### src/rtl/lcd_screen_scheduler.sv
// Frame-synchronous round-robin owner of the LCD screen among three requesters; decisions on vsync fall.
// Optional blink phase generator is built only when LCD_SCHED_BLINK_EN is defined.
module lcd_screen_scheduler #(
   parameter logic [7:0] HOLD_FRAMES    = 8'd60,
   parameter logic [2:0] DEFAULT_SCREEN = 3'd0,
   parameter logic [7:0] BLINK_FRAMES   = 8'd30
) (
   input  logic       clk,
   input  logic       rst,
   input  logic       vsync,
   input  logic [2:0] req,
   input  logic [8:0] screen_id,
   output logic [2:0] grant,
   output logic [2:0] screen_sel,
   output logic       busy,
   output logic       blink
);

   typedef enum logic {S_IDLE, S_HOLD} state_t;

   state_t     r_state;
   logic [2:0] r_grant;
   logic [2:0] r_screen_sel;
   logic       r_busy;
   logic [1:0] r_last;
   logic [7:0] r_frame_cnt;
   logic       r_vsync_d;
   logic       r_armed;

   logic       w_frame_tick;
   logic [2:0] w_idle_pick;
   logic [2:0] w_oth_pick;
   logic       w_idle_hit;
   logic [1:0] w_idle_idx;
   logic       w_oth_hit;
   logic [1:0] w_oth_idx;
   logic       w_own_req;
   logic       w_expired;

   if (HOLD_FRAMES == 8'd0 || BLINK_FRAMES == 8'd0) begin : g_illegal_params
      $error("lcd_screen_scheduler: HOLD_FRAMES and BLINK_FRAMES must be 1..255");
   end

   function automatic logic [1:0] nxt3(input logic [1:0] x);
      return (x == 2'd2) ? 2'd0 : x + 2'd1;
   endfunction

   // Returns {hit, index}, searching last+1, last+2, last (mod 3).
   function automatic logic [2:0] pick(input logic [1:0] last, input logic [2:0] mask);
      logic [1:0] c1;
      logic [1:0] c2;
      c1 = nxt3(last);
      c2 = nxt3(c1);
      if (mask[c1])
         return {1'b1, c1};
      else if (mask[c2])
         return {1'b1, c2};
      else if (mask[last])
         return {1'b1, last};
      else
         return 3'b000;
   endfunction

   function automatic logic [2:0] sel_of(input logic [8:0] ids, input logic [1:0] idx);
      case (idx)
         2'd1:    return ids[5:3];
         2'd2:    return ids[8:6];
         default: return ids[2:0];
      endcase
   endfunction

   // r_armed keeps the reset value of r_vsync_d from faking a tick when vsync is already low.
   assign w_frame_tick = r_vsync_d & ~vsync & r_armed;

   assign w_idle_pick = pick(r_last, req);
   assign w_oth_pick  = pick(r_last, req & ~r_grant);
   assign w_idle_hit  = w_idle_pick[2];
   assign w_idle_idx  = w_idle_pick[1:0];
   assign w_oth_hit   = w_oth_pick[2];
   assign w_oth_idx   = w_oth_pick[1:0];
   assign w_own_req   = req[r_last];
   assign w_expired   = (r_frame_cnt == HOLD_FRAMES - 8'd1);

   always_ff @(posedge clk) begin
      if (!rst) begin
         r_state      <= S_IDLE;
         r_grant      <= 3'b000;
         r_busy       <= 1'b0;
         r_screen_sel <= DEFAULT_SCREEN;
         r_frame_cnt  <= 8'd0;
         r_last       <= 2'd2;
         r_vsync_d    <= 1'b1;
         r_armed      <= 1'b0;
      end else begin
         r_vsync_d <= vsync;
         if (vsync)
            r_armed <= 1'b1;
         if (w_frame_tick) begin
            case (r_state)
               S_IDLE: begin
                  if (w_idle_hit) begin
                     r_state      <= S_HOLD;
                     r_grant      <= 3'b001 << w_idle_idx;
                     r_screen_sel <= sel_of(screen_id, w_idle_idx);
                     r_last       <= w_idle_idx;
                     r_frame_cnt  <= 8'd0;
                     r_busy       <= 1'b1;
                  end
               end
               S_HOLD: begin
                  if (!w_own_req || (w_expired && w_oth_hit)) begin
                     if (w_oth_hit) begin
                        r_grant      <= 3'b001 << w_oth_idx;
                        r_screen_sel <= sel_of(screen_id, w_oth_idx);
                        r_last       <= w_oth_idx;
                        r_frame_cnt  <= 8'd0;
                     end else begin
                        r_state      <= S_IDLE;
                        r_grant      <= 3'b000;
                        r_busy       <= 1'b0;
                        r_screen_sel <= DEFAULT_SCREEN;
                        r_frame_cnt  <= 8'd0;
                     end
                  end else begin
                     if (!w_expired)
                        r_frame_cnt <= r_frame_cnt + 8'd1;
                     r_screen_sel <= sel_of(screen_id, r_last);
                  end
               end
               default: r_state <= S_IDLE;
            endcase
         end
      end
   end

   assign grant      = r_grant;
   assign screen_sel = r_screen_sel;
   assign busy       = r_busy;

`ifdef LCD_SCHED_BLINK_EN
   logic [7:0] r_blink_cnt;
   logic       r_blink;
   logic       w_own_chg;
   logic       w_hold_tick;

   // Any grant, rotation, drop or return to IDLE restarts the blink phase.
   assign w_own_chg   = w_frame_tick &
                        (((r_state == S_IDLE) && w_idle_hit) ||
                         ((r_state == S_HOLD) && (!w_own_req || (w_expired && w_oth_hit))));
   assign w_hold_tick = w_frame_tick && (r_state == S_HOLD) && w_own_req &&
                        !(w_expired && w_oth_hit);

   always_ff @(posedge clk) begin
      if (!rst) begin
         r_blink     <= 1'b0;
         r_blink_cnt <= 8'd0;
      end else if (w_own_chg) begin
         r_blink     <= 1'b0;
         r_blink_cnt <= 8'd0;
      end else if (w_hold_tick) begin
         if (r_blink_cnt == BLINK_FRAMES - 8'd1) begin
            r_blink     <= ~r_blink;
            r_blink_cnt <= 8'd0;
         end else begin
            r_blink_cnt <= r_blink_cnt + 8'd1;
         end
      end
   end

   assign blink = r_blink;
`else
   assign blink = 1'b0;
`endif

endmodule

### config.mk
export PLATFORM = sky130hd
export DESIGN_NAME = lcd_screen_scheduler
export DESIGN_NICKNAME = d
export VERILOG_FILES = /design/src/rtl/lcd_screen_scheduler.sv
export SDC_FILE = /design/constraint.sdc
export NUM_CORES = 1
export LEC_CHECK = 0
export CORE_ASPECT_RATIO = 1.75
export CORE_MARGIN = 3
export CORE_UTILIZATION = 55
export CTS_CLUSTER_DIAMETER = 100
export DETAILED_ROUTE_END_ITERATION = 8
export DONT_BUFFER_PORTS = 1
export GPL_TIMING_DRIVEN = 0
export PLACE_DENSITY = 0.7
export SLEW_MARGIN = 0
export SYNTH_ARGS = -nofsm -noshare
export SYNTH_HDL_FRONTEND = slang
export SYNTH_SLANG_ARGS = --single-unit
export TNS_END_PERCENT = 5
### constraint.sdc
create_clock -name clk -period 3.1 [get_ports clk]
set_clock_uncertainty 0.05 [all_clocks]
set_input_delay 0.62 -clock clk [delete_from_list [all_inputs] [get_ports clk]]
set_output_delay 0.62 -clock clk [all_outputs]
set_load 0.01 [all_outputs]
Yosys cells after proc, flatten, opt, wreduce, memory -nomap -nowiden:

Index checks and enable logic that the tools add are counted.

* input port bits: 15
* bits in registers: 20
* output and inout bits: 8
* word-level logic and storage cells: 90

* shift operators: 2
* bitwise logic cells: 6
* magnitude comparators: 3
* multiplexer cells: 47
* add/sub/neg operators: 3
* equality and inequality tests: 13
* reductions and logical operators: 8

Operators with widths (number)
* two-way mux 3 bit: 12
* case mux 3 bit (2 select lines): 5
* two-way mux 8 bit: 3
* case mux 8 bit (2 select lines): 1
* binary-select mux 1 bit (select 2 bit): 6
* two-way mux 1 bit: 12
* two-way mux 2 bit: 5
* less-than comparator 2 x 3 -> 1 bit (second input constant): 3
* adder 8 x 1 -> 8 bit (second input constant): 1
* == test 2 bit (second input constant): 4
* == test 8 x 6 -> 1 bit (second input constant): 1
* AND reduction 4 bit: 2
* == test 2 x 1 -> 1 bit (second input constant): 3
* AND reduction 3 bit: 2
* << shifter 1 x 2 -> 3 bit (first input constant): 2
* adder 2 x 1 -> 2 bit (second input constant): 2
* inequality test 2 x 1 -> 1 bit (second input constant): 2
* inequality test 2 bit (second input constant): 2
* case mux 1 bit (2 select lines): 2
* case mux 2 bit (2 select lines): 1
* AND 3 bit: 1
* inequality test 3 x 2 -> 1 bit (second input constant): 1
* inverter 3 bit: 1
* AND 1 bit: 2
* other kinds (5): 6

Depth between registers and ports, before layout:

Gate-level depths: netlist of the first run.

* depth in word-level cells: 13
* gate-level depth with buffers: 11
* gate-level depth less buffers: 10

Worst setup path before layout of the first run:

No wires, ideal clock.

* path kind: flip-flop to flip-flop
* start: register r_last[0]
* end: register r_screen_sel[2], in the netlist screen_sel[2]
* library setup time: 0.124 ns
* period minus slack after synthesis: 2.292 ns
* buffers on the path: 0
* data arrival time: 2.117 ns
* slack: 0.808 ns
* data required time: 2.926 ns
* cell stages (with the launch flop): 11
* cells stage by stage: dfxtp_1 inv_1 ha_1 a21o_1 o21ai_0 inv_1 ha_1 a22oi_1 a21oi_1 a221oi_1 a21oi_1

* cells in the longest elaborated chain, start to end: 13
* elaborated cells on any way between the ends: 41
* classes of those cells: add/sub (2); eq/ne (8); mux (27); reduce/logical (4)

Ends and longest elaborated chain
* from (decl): RTL line 25 `logic [1:0] r_last;`
* from (signal assigned): RTL line 105 `r_last <= w_idle_idx;`
* from (signal assigned): RTL line 115 `r_last <= w_oth_idx;`
* adder 2 x 1 -> 2 bit or == test 2 bit (tied branches): RTL line 45, 65
* two-way mux 2 bit: RTL line 45 `return (x == 2'd2) ? 2'd0 : x + 2'd1;`
* adder 2 x 1 -> 2 bit or == test 2 bit (tied branches): RTL line 45
* two-way mux 2 bit: RTL line 45
* binary-select mux 1 bit (select 2 bit): RTL line 56 `else if (mask[c2])`
* two-way mux 1 bit (implied by the code): RTL line 56
* two-way mux 3 bit: RTL line 56
* two-way mux 3 bit: RTL line 54 `if (mask[c1])`
* == test 2 bit or == test 2 x 1 -> 1 bit (tied branches): RTL line 65 `case (idx)`
* case mux 3 bit (2 select lines): RTL line 65
* two-way mux 3 bit: RTL line 112 `if (w_oth_hit) begin`
* two-way mux 3 bit: RTL line 111 `if (!w_own_req || (w_expired && w_oth_hit)) begin`
* case mux 3 bit (2 select lines): RTL line 99 `case (r_state)`
* to (signal assigned): RTL line 104 `r_screen_sel <= sel_of(screen_id, w_idle_idx);`
* to (signal assigned): RTL line 114 `r_screen_sel <= sel_of(screen_id, w_oth_idx);`
* to (signal assigned): RTL line 127 `r_screen_sel <= sel_of(screen_id, r_last);`
* to (decl): RTL line 23 `logic [2:0] r_screen_sel;`

Parallel ways exist; a longest one is shown, timed or not. The select of a mux whose other input is x is not followed.
A chain may end at the register's enable or synchronous reset.

Worst setup path after layout of the first run:

Ends and elaborated chain as after synthesis.

==> impl_metrics.ini, run 1 <==
[status]
status = finished, final reports clean

[sta]
worst_pin_slew_ps = 571
final.setup.worst_slack_ps = 279
rsz0062_at_grt = no
setup_viol = 0
tns_ps = 0
period_minus_slack_ps = 2820
hold_violations = 0
slew_violations = 0
max_slew_margin = 0.615
min_period_over_period = 0.910
max_freq_mhz = 354

[yosys]
syn_inst = 193
synth_top_family_by_area = compound AO/OA/AOI/OAI gates
ys_ff_latch = 20
synth_top_cell_area_share = 0.261
synth-main-ff-cell = dfxtp_1
synthAdderAreaFrac = 0.0896
ys_seq_area_frac = 0.261
synthTopCellsByArea = dfxtp_1 26%, ha_1 9.0%, a21oi_1 6.2%, a22oi_1 4.9%, a311oi_1 4.0%
synthMuxAreaShare = 0.0326
yosysTopAreaCell = dfxtp_1
yosysUniqueCellTypes = 46
synth_compound_area_frac = 0.347
synthesis.nets = 219
async_flop_share = 0
synth_edf_count = 0
yosysWarningCount = 0
syn_avg_cell_area_um2 = 7.95
netlist_area_mm2 = 0.00154
yosys.area_share.simple = 0.206
synth_xor_area_frac = 0

[die]
coreArea_mm2 = 0.00258
fp.dieW_um = 45.9
die_h_um = 75.9
rows = 24
start_util = 0.594
dieArea_mm2 = 0.00349
pin_count = 23

[clock_tree]
cts_hold_buf = 0
cts_buffers = 3
tritoncts = built
postCtsSetupBuffers = 0
clock-sinks = 20
htreeDepth = 1
path_clk_slew_ps = 80
cts-root-buf = clkbuf_8
clk_latency_ps = 260
cts_resized = 0
clk_path_buf_depth = 2

[worst_hold_path]
hold_path_class = reg -> reg
hold_path.startpoint = r_armed$_SDFFE_PN0P_

[placement]
port_buffers = 0
detailedPlace.worstSlack_ps = 270
gp_congestion = 0.873
dp_hpwl_um = 3150

[cells_and_area]
n_fill_cell = 244
drive_gt1_frac = 0.0761
area_growth_pct = 6.76
register_area_um2 = 400
antenna_cells = 0
multi_input_area_mm2 = 0.00104
nets = 224

[critical_path]
worstPathArrival_ps = 2920
cpMaxStageDelayCell = dfxtp_1
end_kind = flip-flop
crit_type = reg -> reg
crit_family = compound AO/OA/AOI/OAI gates
r2r_start = r_last[0]$_SDFFE_PN0P_
max_stage_delay_ps = 510
cp_max_fo = 9
crit_buf_inv = 2
crit_start = r_last[0]$_SDFFE_PN0P_
path_cells = inv_1 -> ha_1 -> a21o_1 -> o21ai_0 -> inv_1 -> ha_1 -> a22oi_1 -> a21oi_1 -> a221oi_1 -> a21oi_1
startpoint_type = flip-flop
crit_required_ps = 3200

[power]
p_per_area_mw_per_mm2 = 412
ir_drop_uv = 345
leakage_nw = 0.640

[global_routing]
grt_max_degree = 13
grt_usage = 0.256
antenna_found_initial = 0
gr-total-overflow = 0
grt_pass1_vias = 1511
grt_pass1_wl_um = 6640

[route]
postRouteWirelength_um = 3990
drtPass1Iterations = 4
antenna_left = 0
via_count = 1481
drc_errors = 0
wl_per_cell_um = 17.9
drtIter0Drc = 59
viasPerCell = 6.64

[run]
drv_cap = 0
-- sequential cells by signal (all words and copies together), names as in the netlist --
register,count
grant,3
r_frame_cnt,8
r_last,2
r_state,1
busy,1
screen_sel,3
r_vsync_d,1
r_armed,1
-- area by class of cell --
cell class,count,area share
clock buffers,3,0.0252
plain buffers,10,0.0321
clock inverters,1,0.0183
inverters,11,0.0252
well taps,26,0.0198
flip-flops and latches,20,0.244
multi-input cells,152,0.635
-- power breakdown --
part	internal [mW]	switching [mW]	leakage, nW	total (mW)
combinational	0.0533	0.0843	0.442	0.138
sequential	0.266	0.00998	0.163	0.276
clock	0.173	0.0891	0.0357	0.262
-- synth_stat cells (2+ instances only) --
cell type / n
nor4_1: 2
a22oi_1: 10
nand2b_1: 7
nor2b_1: 2
and3_1: 4
o21a_1: 4
nand3_1: 7
nor2_1: 16
a41oi_1: 2
a21oi_1: 19
a221oi_1: 3
ha_1: 11
clkbuf_1: 6
nand2_1: 11
a31oi_1: 2
o31ai_1: 2
mux2i_1: 5
dfxtp_1: 20
o31a_1: 2
o21ai_0: 10
nor3_1: 2
a311oi_1: 7
o21ai_2: 2
o211ai_1: 4
buf_4: 2
inv_1: 11
-- cells by family after synthesis --
kind of cell	count (synthesis)
simple gates	60
compound gates	75
fa+ha+maj	11
flops	20
other cells	1
buf+inv	21
mux	5
-- metal layers --
metal / share of wire / wire length (um) / track usage / up-vias
li1: - / - / - / 732
met1: 0.37 / 1480 / 0.264 / 705
met2: 0.58 / 2300 / 0.491 / 35
met3: 0.030 / 119 / 0.0189 / 9
met4: 0.022 / 86 / 0.120 / 0
met5: 0 / 0 / 0 / -
-- tightest hold or removal path, stage by stage (launching register included) --
cell and delay [ps]:
dfxtp_1 320, nor2_1 40, nor2_1 60
-- metrics by stage --
stage / hold slack, ps / utilization / instance area (um^2) / cells / total power [mW]
2_1_floorplan: 381 / - / 1540 / 193 / 0.387
3_3_place_gp: 393 / 0.607 / 1570 / 219 / 0.411
3_5_place_dp: 400 / 0.607 / 1570 / 219 / 0.417
4_1_cts: 414 / 0.635 / 1640 / 223 / 0.678
5_1_grt: 421 / 0.635 / 1640 / 223 / 0.706
6_report: 411 / 0.635 / 1640 / 223 / 0.675
-- path summary, 6_finish.rpt --
check / to / cells after the start / slack [ps]
setup reg to reg: screen_sel[2]$_SDFFE_PN0P_ / 10 / 280
hold / removal: r_armed$_SDFFE_PN0P_ / 2 / 410
hold reg to reg: r_armed$_SDFFE_PN0P_ / 2 / 410
setup / recovery: screen_sel[2]$_SDFFE_PN0P_ / 10 / 280
-- placed cells by master, fill, tap and decap left out, types with 2 or more instances in the layout --
cell type / n
nor2b_1: 2
dfxtp_1: 20
nand2b_1: 7
nor3_1: 2
clkbuf_8: 3
ha_1: 11
clkbuf_1: 6
nor2_1: 16
inv_1: 11
a221oi_1: 3
nand2_1: 11
a311oi_1: 7
a41oi_1: 2
a21oi_1: 19
o21ai_0: 10
nand3_1: 7
o31ai_1: 2
and3_1: 4
o31a_1: 2
mux2i_1: 5
buf_4: 2
nor4_1: 2
a22oi_1: 10
o21ai_2: 2
o21a_1: 4
a31oi_1: 2
o211ai_1: 4
Note: power is estimated with default switching activity, not from simulation.
==> run 2: changes to the inputs <==
Settings changed: ABC_AREA from default to 1, CORE_MARGIN 3 to default.
==> run 2 against run 1 <==
Against the previous run:
- clock power fell by 35%
- core utilization fell by 1.1 points
- first-iteration DRC count fell by 36%
- worst setup slack improved by 88 ps
- highest routed layer unchanged
==> impl_metrics.ini, run 2 <==
[yosys]
synthAdderAreaFrac = 0.0778
netlist_area_mm2 = 0.00177
async_flop_share = 0
synth_compound_area_frac = 0.175
syn_inst = 272
yosys.area_share.simple = 0.380
synth-main-ff-cell = dfxtp_1
synth_top_family_by_area = simple AND/OR/NAND/NOR gates
synth_edf_count = 0
synth_most_common_cell = nand2_1
yosysTopAreaCell = dfxtp_1
synth_top_cell_area_share = 0.226
ys_seq_area_frac = 0.226
synthTopCellsByArea = dfxtp_1 23%, nand2_1 12%, inv_1 8.5%, ha_1 7.8%, nand3_1 6.8%
yosysUniqueCellTypes = 31
synth_common_cells = 56 x nand2_1, 40 x inv_1, 24 x nand3_1, 24 x o21ai_0, 20 x dfxtp_1
syn_avg_cell_area_um2 = 6.50
synthMuxAreaShare = 0
yosysWarningCount = 0
ys_ff_latch = 20
synthesis.nets = 298
synth_xor_area_frac = 0.0248

[cells_and_area]
n_fill_cell = 310
regMostFlops = r_frame_cnt
area_growth_pct = 5.52
nets = 303
final_util = 0.624
drive_gt1_frac = 0.135
antenna_cells = 0
fin_area_mm2 = 0.00187
final_cell_mix = 56 x nand2_1, 40 x inv_1, 24 x nand3_1, 23 x o21ai_0, 20 x dfxtp_1
final_common_cell = nand2_1
largest_reg_flops = 8

[placement]
placed_area_mm2 = 0.00182
dp_hpwl_um = 3270
port_buffers = 0
detailedPlace.worstSlack_ps = 172
gp_congestion = 0.837

[clock_tree]
path_clk_slew_ps = 70
clk_path_buf_depth = 2
tritoncts = built
cts-root-buf = clkbuf_8
cts_buffers = 3
clock-sinks = 20
htreeDepth = 1
clk_latency_ps = 260

[global_routing]
antenna_found_initial = 0
grt_usage = 0.262
grt_pass1_wl_um = 6880
grt_pass1_vias = 1606
grt_max_degree = 11
gr-total-overflow = 0

[sta]
min_period_over_period = 0.881
rsz0062_at_grt = no
slew_violations = 0
hold_violations = 0
tns_ps = 0
period_minus_slack_ps = 2730
setup_viol = 0
final.setup.worst_slack_ps = 367
max_freq_mhz = 366

[critical_path]
endpoint = screen_sel[0]$_SDFFE_PN0P_
r2r-end = screen_sel[0]$_SDFFE_PN0P_
regToRegSetupSlack_ps = 370
end_kind = flip-flop
worstPathArrival_ps = 2820
cp_max_fo = 7
crit_start = r_last[0]$_SDFFE_PN0P_
crit_required_ps = 3190
startpoint_type = flip-flop
r2r_start = r_last[0]$_SDFFE_PN0P_
r2r_cells = 19
crit_type = reg -> reg

[die]
fp.dieW_um = 44.9
pin_count = 23
coreArea_mm2 = 0.00299
start_util = 0.591
dieArea_mm2 = 0.00346
die_h_um = 77.0
rows = 26

[power]
leakage_nw = 0.865
power_mw = 0.668
ir_drop_uv = 382
p_per_area_mw_per_mm2 = 358

[route]
via_count = 1672
drtPass1Iterations = 5
viasPerCell = 5.27
drc_errors = 0
antenna_left = 0
drtIter0Drc = 38
wl_per_cell_um = 12.6
postRouteWirelength_um = 3980

[status]
status = finished, final reports clean

[worst_hold_path]
hold_path_class = in -> reg

[run]
drv_cap = 0
## run 2: cell types whose count changed in the layout (fill, tap and decap cells not counted), sizes merged, moves of 4 or more
cell    change
inv        +32
o22ai      +11
nand2      +54
o21a        -4
nand3      +24
clkbuf      -5
a311oi      -7
a22oi      -10
nand2b      -7
o211ai      -4
mux2i       -5
o21ai      +15
xor2        +4
nor2       +10
## run 2: cells by family (layout without fill, tap and decap cells)
group / after synthesis / after routing
XOR/XNOR: 5 / 5
AO/OA/AOI/OAI: 57 / 57
adder cells (fa/ha/maj): 11 / 11
AND/OR/NAND/NOR: 130 / 130
flip-flops: 20 / 20
buffers and inverters: 48 / 51
other: 1 / 1
## run 2: power breakdown
part | internal (mW) | switching, mW
Clock | 0.0866 | 0.0835
Combinational | 0.0735 | 0.141
Sequential | 0.268 | 0.0152
Total | 0.429 | 0.240
## run 2: final cells by class
type	count	area, um^2	area share
multi-input combinational	204	1170	0.628
clock buffer	3	41.3	0.0221
sequential	20	400	0.214
tap	42	52.6	0.0282
inverter	43	161	0.0865
buffer	5	38.8	0.0208
## run 2: how the worst min path moves through the flow
| stage | startpoint | endpoint | slack, ps | depth (start not counted) |
|---|---|---|---|---|
| after global routing | vsync | r_vsync_d$_SDFF_PN1_ | 430 | 2 |
| after detailed placement | r_frame_cnt[7]$_SDFFE_PN0P_ | r_frame_cnt[7]$_SDFFE_PN0P_ | 420 | 2 |
| final | vsync | r_vsync_d$_SDFF_PN1_ | 410 | 2 |
| after floorplan | r_armed$_SDFFE_PN0P_ | r_armed$_SDFFE_PN0P_ | 390 | 2 |
| after global placement | r_armed$_SDFFE_PN0P_ | r_armed$_SDFFE_PN0P_ | 400 | 2 |
| after CTS | vsync | r_vsync_d$_SDFF_PN1_ | 410 | 2 |
## run 2: worst max-delay path, stage by stage (launching register included)
cell,delay [ps]
dfxtp_1,460
inv_2,120
ha_1,310
nor2_1,240
nand2_2,110
nand2_2,100
nor2_4,50
nand2_1,60
nand3_1,70
o21ai_2,110
inv_1,70
ha_1,190
inv_1,120
o22ai_1,100
nand2_1,60
o21ai_0,80
nand3_1,90
nand2_2,50
o21ai_1,70
a21oi_1,90
## run 2: timing repair
| action | in CTS | in global routing |
|---|---|---|
| buffers inserted | 0 | 0 |
| hold buffers | 0 | 0 |
| gates resized for setup | 0 | 2 |
| setup endpoints to repair | 0 | 3 |
## run 2: stage by stage
| step | hold slack (ps) | cells |
|---|---|---|
| global placement | 400 | 314 |
| finish | 413 | 317 |
| detailed placement | 418 | 314 |
| global route | 430 | 317 |
| CTS | 412 | 317 |
| floorplan | 389 | 272 |
## run 2: routing by layer
metal | routed length, um | track usage
met5 | 0 | 0
met4 | 142 | 0.148
met3 | 88 | 0.0282
met2 | 2170 | 0.466
met1 | 1580 | 0.280
==> run 3: changes to the inputs <==
Settings changed: RECOVER_POWER from default to 50.
==> run 3 against run 2 <==
Against the previous run:
- critical path depth unchanged
- clock-buffer cell count unchanged
- largest power group unchanged
- power decreased by 0.64%
- global-route usage is the same
- combinational power hardly changed
- register-to-register slack is essentially flat
==> impl_metrics.ini, run 3 (synthesized netlist as in run 2, its figures left out) <==
[power]
share_comb_of_total_power = 0.317
ir_drop_uv = 381
p_switching_mw = 0.236
clkPwrFrac = 0.256
p_int_mw = 0.428
pwr-share-seq = 0.427
leakage_nw = 0.861
p_per_area_mw_per_mm2 = 360
switching_share = 0.356
power_mw = 0.664

[clock_tree]
cts_hold_buf = 0
clock-sinks = 20
path_clk_slew_ps = 70
cts_buffers = 3
tritoncts = built
htreeDepth = 1
clk_latency_ps = 260
clk_path_buf_depth = 2
cts-root-buf = clkbuf_8

[critical_path]
r2r-end = screen_sel[0]$_SDFFE_PN0P_
crit_top_cell = nand2_2
crit_required_ps = 3190
cpMaxStageDelayCell = dfxtp_1
end_kind = flip-flop
r2r_cells = 19
cp_max_fo = 7
crit_start = r_last[0]$_SDFFE_PN0P_
startpoint_type = flip-flop
max_stage_delay_ps = 460
crit_type = reg -> reg
r2r_start = r_last[0]$_SDFFE_PN0P_
worstPathArrival_ps = 2820
path_cells = inv_2 -> ha_1 -> nor2_1 -> nand2_2 -> nand2_2 -> nor2_4 -> nand2_1 -> nand3_1 -> o21ai_2 -> inv_1 -> ha_1 -> inv_1 -> o22ai_1 -> nand2_1 -> o21ai_0 -> nand3_1 -> nand2_2 -> o21ai_1 -> a21oi_1
regToRegSetupSlack_ps = 370

[sta]
rsz0062_at_grt = no
max_freq_mhz = 366
tns_ps = 0
period_minus_slack_ps = 2730
whs_ps = 413
min_period_over_period = 0.881
slew_violations = 0
setup_viol = 0
hold_violations = 0
worst_pin_slew_ps = 585
max_slew_margin = 0.610

[cells_and_area]
n_fill_cell = 315
final_common_cell = nand2_1
antenna_cells = 0
drive_gt1_frac = 0.124
nets = 303
largest_reg_flops = 8
final_cell_mix = 56 x nand2_1, 40 x inv_1, 24 x nand3_1, 23 x o21ai_0
final_cells = 317
regMostFlops = r_frame_cnt
area_growth_pct = 4.38

[route]
wl_per_cell_um = 12.6
drtIter0Drc = 43
via_count = 1677
postRouteWirelength_um = 3990
drtPass1Iterations = 4
antenna_left = 0
drc_errors = 0
viasPerCell = 5.29

[die]
rows = 26
dieArea_mm2 = 0.00346
die_h_um = 77.0
start_util = 0.591
fp.dieW_um = 44.9
coreArea_mm2 = 0.00299
pin_count = 23

[global_routing]
grt_max_degree = 11
gr-total-overflow = 0
grt_usage = 0.262
grt_pass1_wl_um = 6880
antenna_found_initial = 0
grt_pass1_vias = 1606

[placement]
dp_hpwl_um = 3270
port_buffers = 0
gp_congestion = 0.837
dp_cells = 314

[worst_hold_path]
hold_path_class = in -> reg
worstHoldPathCells = 2
holdPathEnd = r_vsync_d$_SDFF_PN1_
hold_path.startpoint = vsync

[run]
drv_cap = 0

[status]
status = finished, final reports clean
==> run 3: how the worst max path moves through the flow <==
stage | to | cells past startpoint | slack [ps]
detailed placement | screen_sel[0]$_SDFFE_PN0P_ | 17 | 170
global route | screen_sel[1]$_SDFFE_PN0P_ | 16 | 40
finish | screen_sel[0]$_SDFFE_PN0P_ | 19 | 370
floorplan | screen_sel[0]$_SDFFE_PN0P_ | 17 | 610
CTS | screen_sel[0]$_SDFFE_PN0P_ | 17 | 160
global placement | screen_sel[2]$_SDFFE_PN0P_ | 17 | 220
==> run 3: metal layers <==
metal  GRT usage  wire, um  part of all wire
met3      0.0282       133             0.033
met2       0.466      2160              0.54
met1       0.280      1540              0.39
met4       0.148       149             0.037
met5           0         0                 0
==> run 3: final cells by class <==
cell class              count  area (um^2)  share of cell area
inverters                  43          161              0.0874
plain buffers               5         37.5              0.0203
flip-flops and latches     20          400               0.217
well taps                  42         52.6              0.0285
multi-input cells         204         1150               0.625
clock buffers               3         41.3              0.0224
==> run 3: repair_timing <==
| action | in CTS | in global routing |
|---|---|---|
| buffers inserted | 0 | 0 |
| resized for setup | 0 | 2 |
| endpoints found under the setup margin | 0 | 3 |
==> run 3: through the flow <==
stage / worst slack, ps / area (um^2) / utilization
final: 368 / 1850 / 0.617
after global routing: 38.8 / 1850 / 0.617
after CTS: 158 / 1860 / 0.622
after detailed placement: 172 / 1820 / 0.609
after global placement: 215 / 1820 / 0.609
after floorplan: 615 / 1770 / -
==> run 3: critical path: cells and delay by family, from the launching register on <==
| family | cells | cell delay, ps |
|---|---|---|
| AOI/OAI and AO/OA | 5 | 450 |
| DFF | 1 | 460 |
| adders and majority gates | 2 | 500 |
| and+or+nand+nor | 9 | 830 |
| buffers and inverters | 3 | 310 |
==> run 3: power by group through the flow <==
stage | clock network (mW) | registers, mW | logic [mW]
finish | 0.170 | 0.283 | 0.211
global route | 0.180 | 0.285 | 0.241
CTS | 0.171 | 0.283 | 0.212
detailed placement | 0 | 0.289 | 0.211
global placement | 0 | 0.289 | 0.210
floorplan | 0 | 0.286 | 0.169
